$ cat config.mk
export PLATFORM = sky130hd
export DESIGN_NAME = memw1r1_init
export DESIGN_NICKNAME = d
export VERILOG_FILES = /design/src/rtl/memw1r1_init.sv
export SDC_FILE = /design/constraint.sdc
export NUM_CORES = 1
export LEC_CHECK = 0
export ABC_CLOCK_PERIOD_IN_PS = 20200
export BUFFER_PORTS_ARGS = -buffer_cell sky130_fd_sc_hd__buf_2
export CORE_ASPECT_RATIO = 1.4
export CORE_MARGIN = 2
export CORE_UTILIZATION = 64
export CTS_BUF_LIST = sky130_fd_sc_hd__clkbuf_8
export DETAILED_ROUTE_END_ITERATION = 12
export GPL_TIMING_DRIVEN = 0
export PLACE_DENSITY_LB_ADDON = 0.2
export SKIP_LAST_GASP = 1
export SYNTH_ARGS = -nofsm -noshare
export SYNTH_HDL_FRONTEND = slang
export SYNTH_SLANG_ARGS = --single-unit
$ cat constraint.sdc
create_clock -name clk_a -period 20.2 [get_ports clk_a]
set_input_delay 3.03 -clock clk_a [delete_from_list [all_inputs] [get_ports clk_a]]
set_output_delay 3.03 -clock clk_a [all_outputs]
set_load 0.05 [all_outputs]
$ cat src/rtl/memw1r1_init.sv
// 1-write/1-read single-clock RAM: pipelined registered read with valid strobe,
// selectable read/write collision policy, sequential post-reset init, sticky range error.
module memw1r1_init #(
  parameter int                 NUMWORDS  = 3,
  parameter int                 NUMBITS   = 72,
  parameter int                 ADDRWIDTH = $clog2(NUMWORDS),
  parameter int                 RDLAT     = 1,
  parameter int                 COLLISION = 0,
  parameter logic [NUMBITS-1:0] INITVAL   = {NUMBITS{1'b0}}
) (
  input  logic                 clk_a,
  input  logic                 rst_a_n,
  input  logic [ADDRWIDTH-1:0] addr_a,
  input  logic [NUMBITS-1:0]   wen_a,
  input  logic [NUMBITS-1:0]   di_a,
  input  logic                 ren_b,
  input  logic [ADDRWIDTH-1:0] addr_b,
  output logic [NUMBITS-1:0]   do_b,
  output logic                 dv_b,
  output logic                 init_done,
  output logic                 err_addr
);

  localparam logic [ADDRWIDTH:0]   LIMIT     = (ADDRWIDTH+1)'(NUMWORDS);
  localparam logic [ADDRWIDTH-1:0] LAST_ADDR = ADDRWIDTH'(NUMWORDS - 1);

  typedef enum logic {ST_INIT = 1'b0, ST_RUN = 1'b1} state_e;

  state_e                 state_q, state_d;
  logic [ADDRWIDTH-1:0]   cnt_q, cnt_d;
  logic                   done_q, done_d;
  logic                   err_q, err_d;
  logic                   init_we;

  logic [NUMBITS-1:0]     mem_q [NUMWORDS];

  logic                   run;
  logic                   wr_req, wr_ok, wr_go;
  logic                   rd_ok, rd_go;
  logic [NUMBITS-1:0]     rd_old, rd_merged, rd_word;

  logic                   vld_p0;
  logic [NUMBITS-1:0]     data_p0;
  logic                   vld_last;
  logic [NUMBITS-1:0]     data_last;
  logic                   dv_q;
  logic [NUMBITS-1:0]     do_q;

  function automatic logic in_range(input logic [ADDRWIDTH-1:0] a);
    return ({1'b0, a} < LIMIT);
  endfunction

  always_ff @(posedge clk_a or negedge rst_a_n) begin
    if (!rst_a_n) begin
      state_q <= ST_INIT;
      cnt_q   <= '0;
      done_q  <= 1'b0;
      err_q   <= 1'b0;
    end else begin
      state_q <= state_d;
      cnt_q   <= cnt_d;
      done_q  <= done_d;
      err_q   <= err_d;
    end
  end

  always_comb begin
    state_d = state_q;
    cnt_d   = cnt_q;
    done_d  = done_q;
    init_we = 1'b0;
    if (state_q == ST_INIT) begin
      init_we = 1'b1;
      if (cnt_q == LAST_ADDR) begin
        state_d = ST_RUN;
        done_d  = 1'b1;
      end else begin
        cnt_d = cnt_q + ADDRWIDTH'(1);
      end
    end
  end

  assign run    = (state_q == ST_RUN);
  assign wr_req = run && (|wen_a);
  assign wr_ok  = in_range(addr_a);
  assign wr_go  = wr_req && wr_ok;
  assign rd_go  = run && ren_b;
  assign rd_ok  = in_range(addr_b);

  // Range errors are only observed once the ports are live.
  assign err_d = err_q | (wr_req && !wr_ok) | (rd_go && !rd_ok);

  assign rd_old    = mem_q[addr_b];
  assign rd_merged = (rd_old & ~wen_a) | (di_a & wen_a);

  always_comb begin
    rd_word = '0;
    if (rd_ok) begin
      if ((COLLISION != 0) && wr_go && (addr_a == addr_b)) begin
        rd_word = rd_merged;
      end else begin
        rd_word = rd_old;
      end
    end
  end

  always_ff @(posedge clk_a) begin
    if (init_we) begin
      mem_q[cnt_q] <= INITVAL;
    end else if (wr_go) begin
      mem_q[addr_a] <= (mem_q[addr_a] & ~wen_a) | (di_a & wen_a);
    end
  end

  // p0: word captured at the request edge
  always_ff @(posedge clk_a or negedge rst_a_n) begin
    if (!rst_a_n) begin
      vld_p0 <= 1'b0;
    end else begin
      vld_p0 <= rd_go;
    end
  end

  always_ff @(posedge clk_a) begin
    if (rd_go) begin
      data_p0 <= rd_word;
    end
  end

  generate
    if (RDLAT >= 2) begin : g_lat2
      logic               vld_p1;
      logic [NUMBITS-1:0] data_p1;

      // p1: extra stage for two-clock latency
      always_ff @(posedge clk_a or negedge rst_a_n) begin
        if (!rst_a_n) begin
          vld_p1 <= 1'b0;
        end else begin
          vld_p1 <= vld_p0;
        end
      end

      always_ff @(posedge clk_a) begin
        if (vld_p0) begin
          data_p1 <= data_p0;
        end
      end

      assign vld_last  = vld_p1;
      assign data_last = data_p1;
    end else begin : g_lat1
      assign vld_last  = vld_p0;
      assign data_last = data_p0;
    end
  endgenerate

  // Output register: holds the last completed word between strobes.
  always_ff @(posedge clk_a or negedge rst_a_n) begin
    if (!rst_a_n) begin
      dv_q <= 1'b0;
      do_q <= '0;
    end else begin
      dv_q <= vld_last;
      if (vld_last) begin
        do_q <= data_last;
      end
    end
  end

  assign do_b      = do_q;
  assign dv_b      = dv_q;
  assign init_done = done_q;
  assign err_addr  = err_q;

endmodule

# Word-level counts from Yosys, hierarchy flattened
# Memory sizes are Yosys's and may differ from the RTL's. A register that Yosys moved wholly into a read port is not among the register bits.
# Cells that the tools add are included.
# W data, S select, Z words.
# totals
mem_count,1
mem_bits_rw,216
in_bits,151
regBits,79
word_cells,41
# classes
bitwise,8
mux,9
add_sub_neg,1
order_cmp,2
reduce_logical,12
eq_ne,1
# memory_table
memory,depth,width,read_ports,rd_ports_with_merged_regs,wr,line,rtl
mem_q,3,72,2,1,1,35,logic [NUMBITS-1:0] mem_q [NUMWORDS];
# op_table
op,count
$and A72 B72 Y72,2
$reduce_or A72 Y1,2
$mux W72,1
$not A72 Y72,1
$or A72 B72 Y72,1
$mux W1,7
$logic_and A1 B1 Y1,5
$lt A2 B2 Y1 const B,2
$reduce_and A2 Y1,2
$logic_not A1 Y1,3
$add A2 B1 Y2 const B,1
$eq A2 B2 Y1 const B,1
$mux W2,1
$not A1 Y1,2
$or A1 B1 Y1,2

# Logic depth before layout (Yosys ltp)
# logic_depth
word_depth,8
ltp_mapped,7

# Least setup slack after synthesis
# OpenSTA, ideal clock, no wires.
# synth_path
path_kind,input -> register
start,input port addr_a[0]
end,"memory mem_q[1][0], enable pin"
path_slack_ns,8.290
stages,5
setup_ns,0.699
required_time_ns,19.501
arrival_ns,11.212
n_path_buf,3
cell_sequence,clkbuf_1 -> clkbuf_1 -> buf_2 -> inv_1 -> o41ai_1
# synth_via
elab_chain_cells,7
elab_cells_between_ends,8
cone_classes,order compare (1); mux (5); reduce/logical (2)
# synth_rtl
element,line,rtl
start: declaration,13,"input logic [ADDRWIDTH-1:0] addr_a,"
$lt A2 B2 Y1,50,"return ({1'b0, a} < LIMIT);"
$logic_and A1 B1 Y1,86,assign wr_go = wr_req && wr_ok;
$mux W1,110,end else if (wr_go) begin
$mux W1,108,if (init_we) begin
$mux W1 (implied by the code),111,mem_q[addr_a] <= (mem_q[addr_a] & ~wen_a) | (di_a & wen_a);
$reduce_or A72 Y1 (no source line),n/a,
$mux W2 (no source line) or $mux W1 (tied branches),n/a,
end: declaration,35,
# Several ways; a longest one is shown, not always the timed one.

# Worst setup path after layout
# layout_path
start,input port wen_a[51]
end,"memory mem_q[0][28], enable pin"
# layout_via
elab_chain_cells,8
elab_cells_between_ends,9
cone_classes,mux (5); reduce/logical (4)
# layout_rtl
element,line,rtl
start: declaration,14,"input logic [NUMBITS-1:0] wen_a,"
$reduce_or A72 Y1 *,84,assign wr_req = run && (|wen_a);
$logic_and A1 B1 Y1 *,84,
$logic_and A1 B1 Y1 *,86,
$mux W1 *,110,
$mux W1 *,108,
$mux W1 (implied by the code) *,111,
$reduce_or A72 Y1 (no source line),n/a,
$mux W2 (no source line) or $mux W1 (tied branches),n/a,
# Every way passes the cells marked *; elsewhere a longest branch is shown, timed or not.

==> results.tsv <==
metric	value	unit
Setup crit end kind	flop	
post-place setup slack	13.44	ns
Ys Warns	0	
vias in the first global route	11000	
Power Dens Cells	92.5	mW/mm^2
post-synthesis adder-cell area fraction	0.0793	%
DR WL/cell	22.3	um
Hold Buf Count CTS	0	
Seq cells post-synth	367	
Area contributors post-synth	edfxtp_1, mux2i_1, dfrtp_1, mux2_2, o21ai_0	
Longest Clk Path Bufs	3	
Vias	10800	
GR peak layer	met2	
die width	137	um
I/O pin total	226	
Final Hold Fails	0	
most common cell in the synthesized netlist	edfxtp_1	
met3 Usage GRT	4.98	%
Initial Util	64.6	%
XOR/XNOR Fraction of Synth Area	0.0555	%
EDFF count, synth	288	
fin. max-slew vios	0	
Core ar.	0.0244	sq mm
ratio of final minimum period to clock period	31.4	%
clk_skew	0.0221	ns
Crit Path Class	in -> reg	
synth cell count leaders	edfxtp_1, mux2i_1, nand2_1, o21ai_0, dfrtp_1	
number of detailed-route iterations in the first pass	5	
GR Util met2	54.0	%
global routing usage on met1	38.3	%
Data required, critical path	20.54	ns
CTS root buffer	clkbuf_8	
die height	190	um
largest family of logic cells by synthesized area	multiplexers	
total track usage	31.2	%
Antenna Nets Post-Route	0	
Iter 0 DRT Violations	790	
Pleak	7.86	nW
Num CTS Buffers	53	
Compound-Gate Fraction of Synth Area	5.09	%
count of input and output buffers	222	
CP Max Fanout	7	
post-route setup TNS	0	ns
grt ovf	0	
fraction of registers with async set/reset	21.5	%
Final WS setup	13.85	ns
RD Place Congestion	0.798	
synth unique cells	32	
Synth Area per Inst	14.0	sq um
Synth area leader	edfxtp_1	
Final min period	6.35	ns
CTS-repair resized insts	0	
Finish-stage setup viols	0	
multiplexer share of the synthesized area	18.8	%
wirelength, routed	40000	um
top-area cell type share of the netlist area	54.8	%
n_diodes	0	
Post-Syn Instances	1127	
Peak VDD IR	0.0822	mV
RSZ-0062 raised after global routing	false	
max frequency	0.158	GHz
hpwl dp	27800	um
nets	1585	
drt drc	0	
first-pass GRT wire length	60000	um
full die area	0.0259	sq mm
Vias/cell	6.02	
post-synthesis simple-gate area fraction	6.62	%
sequential area share after synthesis	67.3	%
Reg clk slew, reported paths	0.06	ns
Arr. time, crit path	6.69	ns
Area growth syn-to-layout	18.5	%
worst min path class	reg -> reg	
# Post-CTS Setup Buffers	0	
Clock Sinks	367	
initial antenna violation count	1	
Max Cap Viol	0	
slew margin rel.	22.9	%
Top FF cell, synth	edfxtp_1	
Startpoint Class	input port	
status	finished clean	
htree depth	2	
Cell Area, Synth	0.0158	sq mm
cell row count	68	
later-pin clock latency in the skew report	0.59	ns
Worst-Margin Slew	1.16	ns
layout cells sized above 1	28.8	%
CTS tree	yes	
pin count of the biggest net entering global routing	62	
syn nets	1279	
-- through the flow --
| stage | total power, W | util, % | instance area (sq um) | instances | hold WS, ns |
|---|---|---|---|---|---|
| after floorplan | 0.00107 | - | 15800 | 1127 | 0.352 |
| after global placement | 0.00115 | 70.8 | 17300 | 1664 | 0.353 |
| after detailed placement | 0.00116 | 72.2 | 17600 | 1693 | 0.379 |
| after CTS | 0.00173 | 76.6 | 18700 | 1792 | 0.396 |
| after global routing | 0.00179 | 76.6 | 18700 | 1792 | 0.414 |
| final | 0.00173 | 76.6 | 18700 | 1792 | 0.389 |
-- cell usage in the layout (no fill, tap or decap), types with 2 or more instances in the layout --
cell type	n
edfxtp_1	288
buf_2	226
mux2i_1	216
nand2_1	147
o21ai_0	144
dfrtp_1	79
mux2_2	72
clkbuf_8	66
nor2_1	62
clkbuf_1	44
inv_1	26
buf_4	24
nor4_1	17
nor2_2	10
buf_1	9
buf_6	8
nand4_1	4
clkinv_1	4
buf_16	4
clkinv_2	3
or3_1	2
o41ai_2	2
a31oi_1	2
-- sequential cells by signal (all words and copies together), names as in the netlist --
name and cells:
vld_last 1, run 1, init_done 1, mem_q 216, dv_b 1, data_last 72, do_b 72, err_addr 1
cnt_q 2
-- logic make-up (layout without fill, tap and decap cells) --
family,after synthesis,count (layout)
AOI/OAI and AO/OA,153,153
xor gates and xnor gates,1,1
buffers and inverters,68,418
DFF,367,367
and+or+nand+nor,249,249
muxes,288,288
adders and majority gates,1,1
-- final timing paths --
path,start,endpoint,slack (ns),cells past startpoint
worst max-delay path,wen_a[51],mem_q[0][28]$_DFFE_PP_,13.85,12
worst min-delay path,vld_last$_DFF_PN0_,dv_b$_DFF_PN0_,0.39,0
worst max register to register,run$_DFF_PN0_,mem_q[0][28]$_DFFE_PP_,17.16,8
worst min register to register,vld_last$_DFF_PN0_,dv_b$_DFF_PN0_,0.39,0
max in group asynchronous,rst_a_n,do_b[10]$_DFFE_PN0P_,17.22,2
min in group asynchronous,rst_a_n,do_b[61]$_DFFE_PN0P_,2.33,1
-- cell type report --
class	count	area, sq um
buffer	65	303
clock buffer	66	908
clock inverter	33	163
fill	1543	5720
inverter	3	11.3
multi-input combinational	692	4870
sequential	367	10600
tap	315	394
timing repair buffer	251	1430
-- critical path: stages --
cell	delay (ns)
buf_2	0.12
nor4_1	0.77
nand4_1	0.28
or3_4	0.44
nor3_1	0.64
o41ai_2	0.29
buf_4	0.24
buf_4	0.17
buf_4	0.18
buf_4	0.18
buf_4	0.16
buf_4	0.17
-- power by group --
part / internal, W / switching [W]
clock network: 0.000307 / 0.000274
registers: 0.000882 / 0.0000250
logic: 0.0000780 / 0.000165
total: 0.00127 / 0.000463
-- metal layers --
layer  wire length, um  vias to the layer above
met5                14                        -
met3              3270                      110
li1                  -                     4794
met1             14200                     5295
met2             20900                      579
met4              1640                        2
Power figures use the tool's default switching activity.
